File: src/rtl/yuv2rgb.sv
// -----------------------------------------------------------------------------
// yuv2rgb
//   Inverse colour-space stage: centred YUV (unsigned Y, two's-complement U/V)
//   to full-range unsigned RGB. Fixed 3-stage pipeline with no stall. The
//   data-valid, data-type and metadata sideband travel with each pixel.
//
//   Stage 1 : optional offset stripping, five coefficient products, raw bypass
//   Stage 2 : three channel sums with the +128 rounding term
//   Stage 3 : >>> 8, clamp to [0, 2^PIXEL_WIDTH-1], bypass select, output regs
//
// Parameters
//   PIXEL_WIDTH  bits per channel (8..14)
//   INPUT_OFFSET 1 = input is standard offset YUV (Y+16*S, U/V+half-scale)
//
// Ports
//   clk         rising-edge clock
//   resetb      synchronous active-low reset
//   enable      1 = convert, 0 = bypass (r=y, g=u, b=v); sampled per pixel
//   dvi/dtypei  input data valid / data type
//   y, u, v     input pixel
//   meta_datai  16-bit sideband, passed through untouched
//   dvo/dtypeo  dvi/dtypei delayed by 3 cycles
//   r, g, b     RGB result
//   meta_datao  meta_datai delayed by 3 cycles
// -----------------------------------------------------------------------------
`ifndef DTYPE_WIDTH
`define DTYPE_WIDTH 8
`endif

module yuv2rgb #(
  parameter int PIXEL_WIDTH  = 8,
  parameter bit INPUT_OFFSET = 1'b0
) (
  input  logic                    clk,
  input  logic                    resetb,
  input  logic                    enable,
  input  logic                    dvi,
  input  logic [`DTYPE_WIDTH-1:0] dtypei,
  input  logic [PIXEL_WIDTH-1:0]  y,
  input  logic [PIXEL_WIDTH-1:0]  u,
  input  logic [PIXEL_WIDTH-1:0]  v,
  input  logic [15:0]             meta_datai,
  output logic                    dvo,
  output logic [`DTYPE_WIDTH-1:0] dtypeo,
  output logic [PIXEL_WIDTH-1:0]  r,
  output logic [PIXEL_WIDTH-1:0]  g,
  output logic [PIXEL_WIDTH-1:0]  b,
  output logic [15:0]             meta_datao
);

  localparam int PW  = PIXEL_WIDTH;
  localparam int DW  = `DTYPE_WIDTH;
  localparam int PRW = PW + 11;  // product width
  localparam int SW  = PW + 13;  // sum width, wide enough that no sum can overflow

  // Coefficients, signed with 8 fractional bits
  localparam logic signed [10:0] CY  = 11'sd298;
  localparam logic signed [10:0] CRV = 11'sd409;
  localparam logic signed [10:0] CGU = -11'sd100;
  localparam logic signed [10:0] CGV = -11'sd208;
  localparam logic signed [10:0] CBU = 11'sd516;

  localparam logic [PW-1:0]        Y_OFS = PW'(16 << (PW - 8));
  localparam logic signed [SW-1:0] RND   = SW'(128);
  localparam logic signed [SW-1:0] PMAX  = SW'((1 << PW) - 1);

  // ---------------------------------------------------------------------------
  // Input pre-processing
  // ---------------------------------------------------------------------------
  logic [PW-1:0]        y_p;
  logic signed [PW-1:0] u_p;
  logic signed [PW-1:0] v_p;

  // NOTE: every signal written in always_comb gets a default first, so no
  // path leaves it unassigned and no latch is inferred.
  always_comb begin
    y_p = y;
    u_p = u;
    v_p = v;
    if (INPUT_OFFSET) begin
      // Black level sits at 16*S; anything below it floors at zero.
      y_p = (y >= Y_OFS) ? (y - Y_OFS) : '0;
      // Offset binary to two's complement is just an MSB flip.
      u_p = {~u[PW-1], u[PW-2:0]};
      v_p = {~v[PW-1], v[PW-2:0]};
    end
  end

  // Operands widened to the product width; Y' is zero-extended (unsigned).
  logic signed [PRW-1:0] y_ext;
  logic signed [PRW-1:0] u_ext;
  logic signed [PRW-1:0] v_ext;

  assign y_ext = PRW'($signed({1'b0, y_p}));
  assign u_ext = PRW'(u_p);
  assign v_ext = PRW'(v_p);

  // ---------------------------------------------------------------------------
  // Stage 1: products, raw pixel, mode and sideband
  // ---------------------------------------------------------------------------
  logic signed [PRW-1:0] s1_cy_y, s1_crv_v, s1_cgu_u, s1_cgv_v, s1_cbu_u;
  logic [PW-1:0]         s1_y, s1_u, s1_v;
  logic                  s1_en, s1_dv;
  logic [DW-1:0]         s1_dtype;
  logic [15:0]           s1_meta;

  // NOTE: state is written with non-blocking assignments so every register
  // samples the pre-edge value of its source and stages shift in lock-step.
  // NOTE: reset is synchronous; every pipeline register (data included)
  // clears, so no stale pixel can surface after reset is released.
  always_ff @(posedge clk) begin
    if (!resetb) begin
      s1_cy_y  <= '0;
      s1_crv_v <= '0;
      s1_cgu_u <= '0;
      s1_cgv_v <= '0;
      s1_cbu_u <= '0;
      s1_y     <= '0;
      s1_u     <= '0;
      s1_v     <= '0;
      s1_en    <= 1'b0;
      s1_dv    <= 1'b0;
      s1_dtype <= '0;
      s1_meta  <= '0;
    end else begin
      s1_cy_y  <= y_ext * PRW'(CY);
      s1_crv_v <= v_ext * PRW'(CRV);
      s1_cgu_u <= u_ext * PRW'(CGU);
      s1_cgv_v <= v_ext * PRW'(CGV);
      s1_cbu_u <= u_ext * PRW'(CBU);
      s1_y     <= y;
      s1_u     <= u;
      s1_v     <= v;
      s1_en    <= enable;
      s1_dv    <= dvi;
      s1_dtype <= dtypei;
      s1_meta  <= meta_datai;
    end
  end

  // ---------------------------------------------------------------------------
  // Stage 2: channel sums including the half-LSB rounding term
  // ---------------------------------------------------------------------------
  logic signed [SW-1:0] s2_r, s2_g, s2_b;
  logic [PW-1:0]        s2_y, s2_u, s2_v;
  logic                 s2_en, s2_dv;
  logic [DW-1:0]        s2_dtype;
  logic [15:0]          s2_meta;

  always_ff @(posedge clk) begin
    if (!resetb) begin
      s2_r     <= '0;
      s2_g     <= '0;
      s2_b     <= '0;
      s2_y     <= '0;
      s2_u     <= '0;
      s2_v     <= '0;
      s2_en    <= 1'b0;
      s2_dv    <= 1'b0;
      s2_dtype <= '0;
      s2_meta  <= '0;
    end else begin
      s2_r     <= SW'(s1_cy_y) + SW'(s1_crv_v) + RND;
      s2_g     <= SW'(s1_cy_y) + SW'(s1_cgu_u) + SW'(s1_cgv_v) + RND;
      s2_b     <= SW'(s1_cy_y) + SW'(s1_cbu_u) + RND;
      s2_y     <= s1_y;
      s2_u     <= s1_u;
      s2_v     <= s1_v;
      s2_en    <= s1_en;
      s2_dv    <= s1_dv;
      s2_dtype <= s1_dtype;
      s2_meta  <= s1_meta;
    end
  end

  // ---------------------------------------------------------------------------
  // Stage 3: scale down, saturate, bypass select
  // ---------------------------------------------------------------------------
  function automatic logic [PW-1:0] clamp_px(input logic signed [SW-1:0] sum);
    logic signed [SW-1:0] sh;
    sh = sum >>> 8;  // arithmetic: negative results floor
    if (sh[SW-1])
      return '0;
    else if (sh > PMAX)
      return '1;
    else
      return sh[PW-1:0];
  endfunction

  logic [PW-1:0] r_n, g_n, b_n;

  always_comb begin
    r_n = s2_y;
    g_n = s2_u;
    b_n = s2_v;
    if (s2_en) begin
      r_n = clamp_px(s2_r);
      g_n = clamp_px(s2_g);
      b_n = clamp_px(s2_b);
    end
  end

  always_ff @(posedge clk) begin
    if (!resetb) begin
      r          <= '0;
      g          <= '0;
      b          <= '0;
      dvo        <= 1'b0;
      dtypeo     <= '0;
      meta_datao <= '0;
    end else begin
      r          <= r_n;
      g          <= g_n;
      b          <= b_n;
      dvo        <= s2_dv;
      dtypeo     <= s2_dtype;
      meta_datao <= s2_meta;
    end
  end

endmodule

File: config.mk
export PLATFORM = sky130hd
export DESIGN_NAME = yuv2rgb
export DESIGN_NICKNAME = d
export VERILOG_FILES = /design/src/rtl/yuv2rgb.sv
export SDC_FILE = /design/constraint.sdc
export NUM_CORES = 1
export LEC_CHECK = 0
export ABC_AREA = 1
export CELL_PAD_IN_SITES_DETAIL_PLACEMENT = 0
export CELL_PAD_IN_SITES_GLOBAL_PLACEMENT = 1
export CORE_MARGIN = 2
export CORE_UTILIZATION = 45
export DETAILED_ROUTE_END_ITERATION = 16
export PLACE_DENSITY_LB_ADDON = 0.1
export SLEW_MARGIN = 5
export SYNTH_ARGS = -nofsm -noshare
export SYNTH_HDL_FRONTEND = slang
export SYNTH_SLANG_ARGS = --single-unit
File: constraint.sdc
create_clock -name clk -period 4.1 [get_ports clk]
set_input_delay 0.41 -clock clk [delete_from_list [all_inputs] [get_ports clk]]
set_output_delay 0.41 -clock clk [all_outputs]
set_load 0.02 [all_outputs]
==> metrics.sh <==
STATUS='finished clean'
DIODES=0
POWER.DENSITY_CELL_AREA_nW_PER_UM2=574
CTS_BUFFER_DEPTH=3
TIMING.SLEW.HEADROOM=0.487
HPWL_AFTER_DETAILED_PLACEMENT_MM=27.7
WIRE_LENGTH_OF_THE_FIRST_GLOBAL_ROUTING_PASS_MM=55.1
YOSYS_WARNINGS=0
FP-ROW-COUNT=66
DETAIL-ROUTE-ANTENNA-NETS=0
TOTAL_POWER_CONSUMPTION_OF_THE_ROUTED_DESIGN_uW=10200
LAYOUT_COMMON_CELLS='inv_1 (397), nand2_1 (391), dfxtp_1 (251)'
SEQ_POWER_SHARE=0.293
CTS_ROOT_BUFFER='clkbuf_16'
SYNTH.LARGEST_AREA_CELL='dfxtp_1'
CRIT_FAMILY='adder cells'
AREA_GROWTH_PCT=19.2
CTS_REPAIR_RESIZE_COUNT=0
CTS-BUFFERS-INSERTED=28
DIE_H_MICRONS=186
SYNTHESIS.AREA_PER_INSTANCE_SQ_UM=7.96
WORST-PATH-BUF-INV=3
POST_ROUTE_CELLS_DRIVE_ABOVE_1_SHARE=0.0810
WORSTSKEWPAIRLATENCY_NS=0.56
NET-SWITCHING-POWER_uW=4130
SYNTH.LIB_CELLS_USED.DISTINCT=44
NETLIST.AREA_LEADER.SHARE=0.336
FRACTION_OF_POWER_SPENT_SWITCHING_NETS=0.404
WORST_PIN_SLEW_NS=0.769
FIN_MAX_SLEW_VIOS=0
VIAS_IN_THE_FIRST_GLOBAL_ROUTE=10900
FINALCOREUTILIZATION=0.546
AVGVIACOUNTPERCELL=4.68
DP_SLACK_NS=-0.368
WORST_ENDPOINT_REQUIRED_TIME_NS=4.55
SYNTH.YOSYS.SEQ_AREA_SHARE=0.336
GRT_OVERFLOW=0
POST_SYNTH_INSTANCE_AREA_SQ_UM=14900
CRITICAL_PATH.MAX_FANOUT=3
GRT_SETUP_UNREPAIRED='no'
CTS_TREE='yes'
CP-END-KIND='flip-flop'
POST-ROUTE-PERIOD-UTIL=0.923
TIMING.FINAL.SETUP_VIOLATIONS=0
NNETSFINAL=2368
CLOCK_TREE.HTREE_LEVEL_COUNT=1
POST-ROUTE-WORST-SETUP-SLACK_NS=0.315
GRT_ANTENNA_BEFORE_REPAIR=0
MOSTFREQUENTLAYOUTCELL='inv_1'
DESIGN.DIE.AREA_SQ_UM=34700
PREDOMINANT_POST_SYNTHESIS_FLOP_CELL='dfxtp_1'
SYNTH_EDF_COUNT=0
SYNTH.NET_COUNT=2218
SETUP_TNS_NS=0
POST_CTS_HOLD_BUFFER_COUNT=0
SETUP.WORST_PATH.CLASS='input pin to flip-flop'
INITIAL_UTILIZATION=0.458
TIMING.CRITICAL_PATH.MODE_CELL='fa_1'
GRT_USE_TOTAL=0.202
IO_PINS=101
GLOBALPLACE.CONGESTION=0.862
ORDERED_CELL_LIST_FOR_THE_CRITICAL_PATH='clkdlybuf4s50_1, fa_1, fa_1, inv_1, fa_1, fa_1, inv_1, ha_1, nand2_1, o21ai_0, a21oi_1, nor2_1, o21ai_0, nand2_1, o21ai_0, a21oi_1'
ROUTED-VIA-COUNT=11700
PWR-SHARE-CLK=0.262
AVGROUTEDWIREPERCELL_MICRONS=13.8
WORSTPATHARRIVAL_NS=4.23
INTERNAL_POWER_uW=6080
COREAREA_SQ_UM=32600
SYN_INST=1877
PIN_COUNT_OF_THE_BIGGEST_NET_ENTERING_GLOBAL_ROUTING=110
WORSTSETUPSTARTPOINTTYPE='input pin'
DR.FIRST_ITER.DRC_COUNT=564
DRT_PASS1_ITERATIONS=5
POSTCTSSETUPBUFFERS=0
HOLD_PATH_CLASS='input pin to flip-flop'
ASYNCSETRESETFLOPFRACSYNTH=0
COMBINATIONALPOWERSHARE=0.445
IO_BUFFER_COUNT=100
DRC=0
CLK_PIN_SLEW_WORST_PATHS_NS=0.07
CTS_SINKS=251
WORST_HOLD_SLACK_NS=0.347
MAXCAPVIOLCOUNT=0
DIE_W_MICRONS=186
SYNTHTOPCELLSBYAREA='dfxtp_1 (34%), ha_1 (20%), inv_1 (10%)'
MAXCLOCKFREQUENCY_MHz=264
DRT_WL_TOTAL_MM=34.4
SYNTH_SEQ_CELLS=251
FINALHOLDVIOLCOUNT=0
IR_WORST_VDD_mV=0.340
TIMING.CRITICAL_PATH.SLOWEST_CELL_DELAY_NS=0.54
TIMING.CRITICAL_PATH.SLOWEST_STAGE_CELL='fa_1'
TIME_THE_WORST_PATH_NEEDS_WITH_I_O_DELAYS_AND_SETUP_NS=3.79
P_LEAK_uW=0.00986
FINAL.SETUP_SKEW_NS=0.0134
## cells in the mapped netlist, types with 2 or more instances
cell        n
nor2_4      2
nor2_1     81
nand3_4     2
nand2_4     7
a21o_1      6
or4_1       2
nand3_2     6
clkbuf_1   31
inv_1     397
and2_1      3
fa_1       55
nor3_1      9
o21ai_0   100
a21boi_0    2
inv_2       7
a21oi_1   146
ha_1      234
nand4_1    13
nor4_1      3
a31oi_1     5
nand2_2    20
xor2_1      6
a21oi_2     3
o21bai_1    6
xnor2_1     3
dfxtp_1   251
nand3_1    55
o21a_1      8
o21ai_2     2
nor2_2      8
nand2_1   391
## metal layers
metal | global-route usage | up-vias | part of all wire
li1 | - | 6165 | -
met1 | 0.272 | 5313 | 0.48
met2 | 0.348 | 155 | 0.47
met3 | 0.0201 | 37 | 0.031
met4 | 0.0517 | 0 | 0.023
met5 | 0 | - | 0
## logic make-up (layout without fill, tap and decap cells)
kind of cell,after synthesis,in the layout,share of synthesized area
flip-flops,251,251,0.336
buffers and inverters,439,611,0.111
XOR/XNOR,10,10,0.00637
AO/OA/AOI/OAI,284,284,0.102
AND/OR/NAND/NOR,604,604,0.175
adder cells (fa/ha/maj),289,289,0.270
## sequential cells by signal, summed over array words and instances, names as in the netlist, 12 cells and up
register,flops
meta_datao,16
s1_cbu_u,16
s1_cgu_u,14
s1_cgv_v,12
s1_crv_v,18
s1_cy_y,16
s1_meta,16
s2_b,13
s2_g,14
s2_meta,16
s2_r,13
## power by group through the flow
stage | registers, uW | logic [uW] | clock network [uW]
4_1_cts | 3000 | 4590 | 2740
6_report | 2990 | 4540 | 2670
3_3_place_gp | 3050 | 4530 | 0
5_1_grt | 3020 | 5230 | 2840
2_1_floorplan | 2970 | 3410 | 0
3_5_place_dp | 3060 | 4560 | 0
## final timing paths
| path | depth (start not counted) | startpoint | to | slack, ns |
|---|---|---|---|---|
| hold / removal | 3 | resetb | s1_cgu_u[5]$_SDFF_PN0_ | 0.35 |
| setup / recovery | 16 | v[5] | s1_crv_v[13]$_SDFF_PN0_ | 0.31 |
| hold reg to reg | 2 | s2_meta[9]$_SDFF_PN0_ | meta_datao[9]$_SDFF_PN0_ | 0.41 |
| setup reg to reg | 17 | s1_cy_y[4]$_SDFF_PN0_ | s2_g[17]$_SDFF_PN0_ | 1.01 |
## stage by stage
stage	std cells	cell area (sq um)
after floorplan	1877	14900
after global placement	2439	16800
after detailed placement	2439	16800
after CTS	2491	17800
after global routing	2491	17800
final	2491	17800
## tightest hold or removal path: cells and delay by family
family	cells	cell delay, ns
buffers and inverters	2	0.29
and+or+nand+nor	1	0.13
## cell type report
type	count	area (sq um)
well taps	442	553
fillers	3168	14800
clock buffers	36	811
inverters	405	1520
clock inverters	16	208
flip-flops and latches	251	5020
repair buffers	154	1420
multi-input cells	1187	8260
Power figures use the tool's default switching activity.
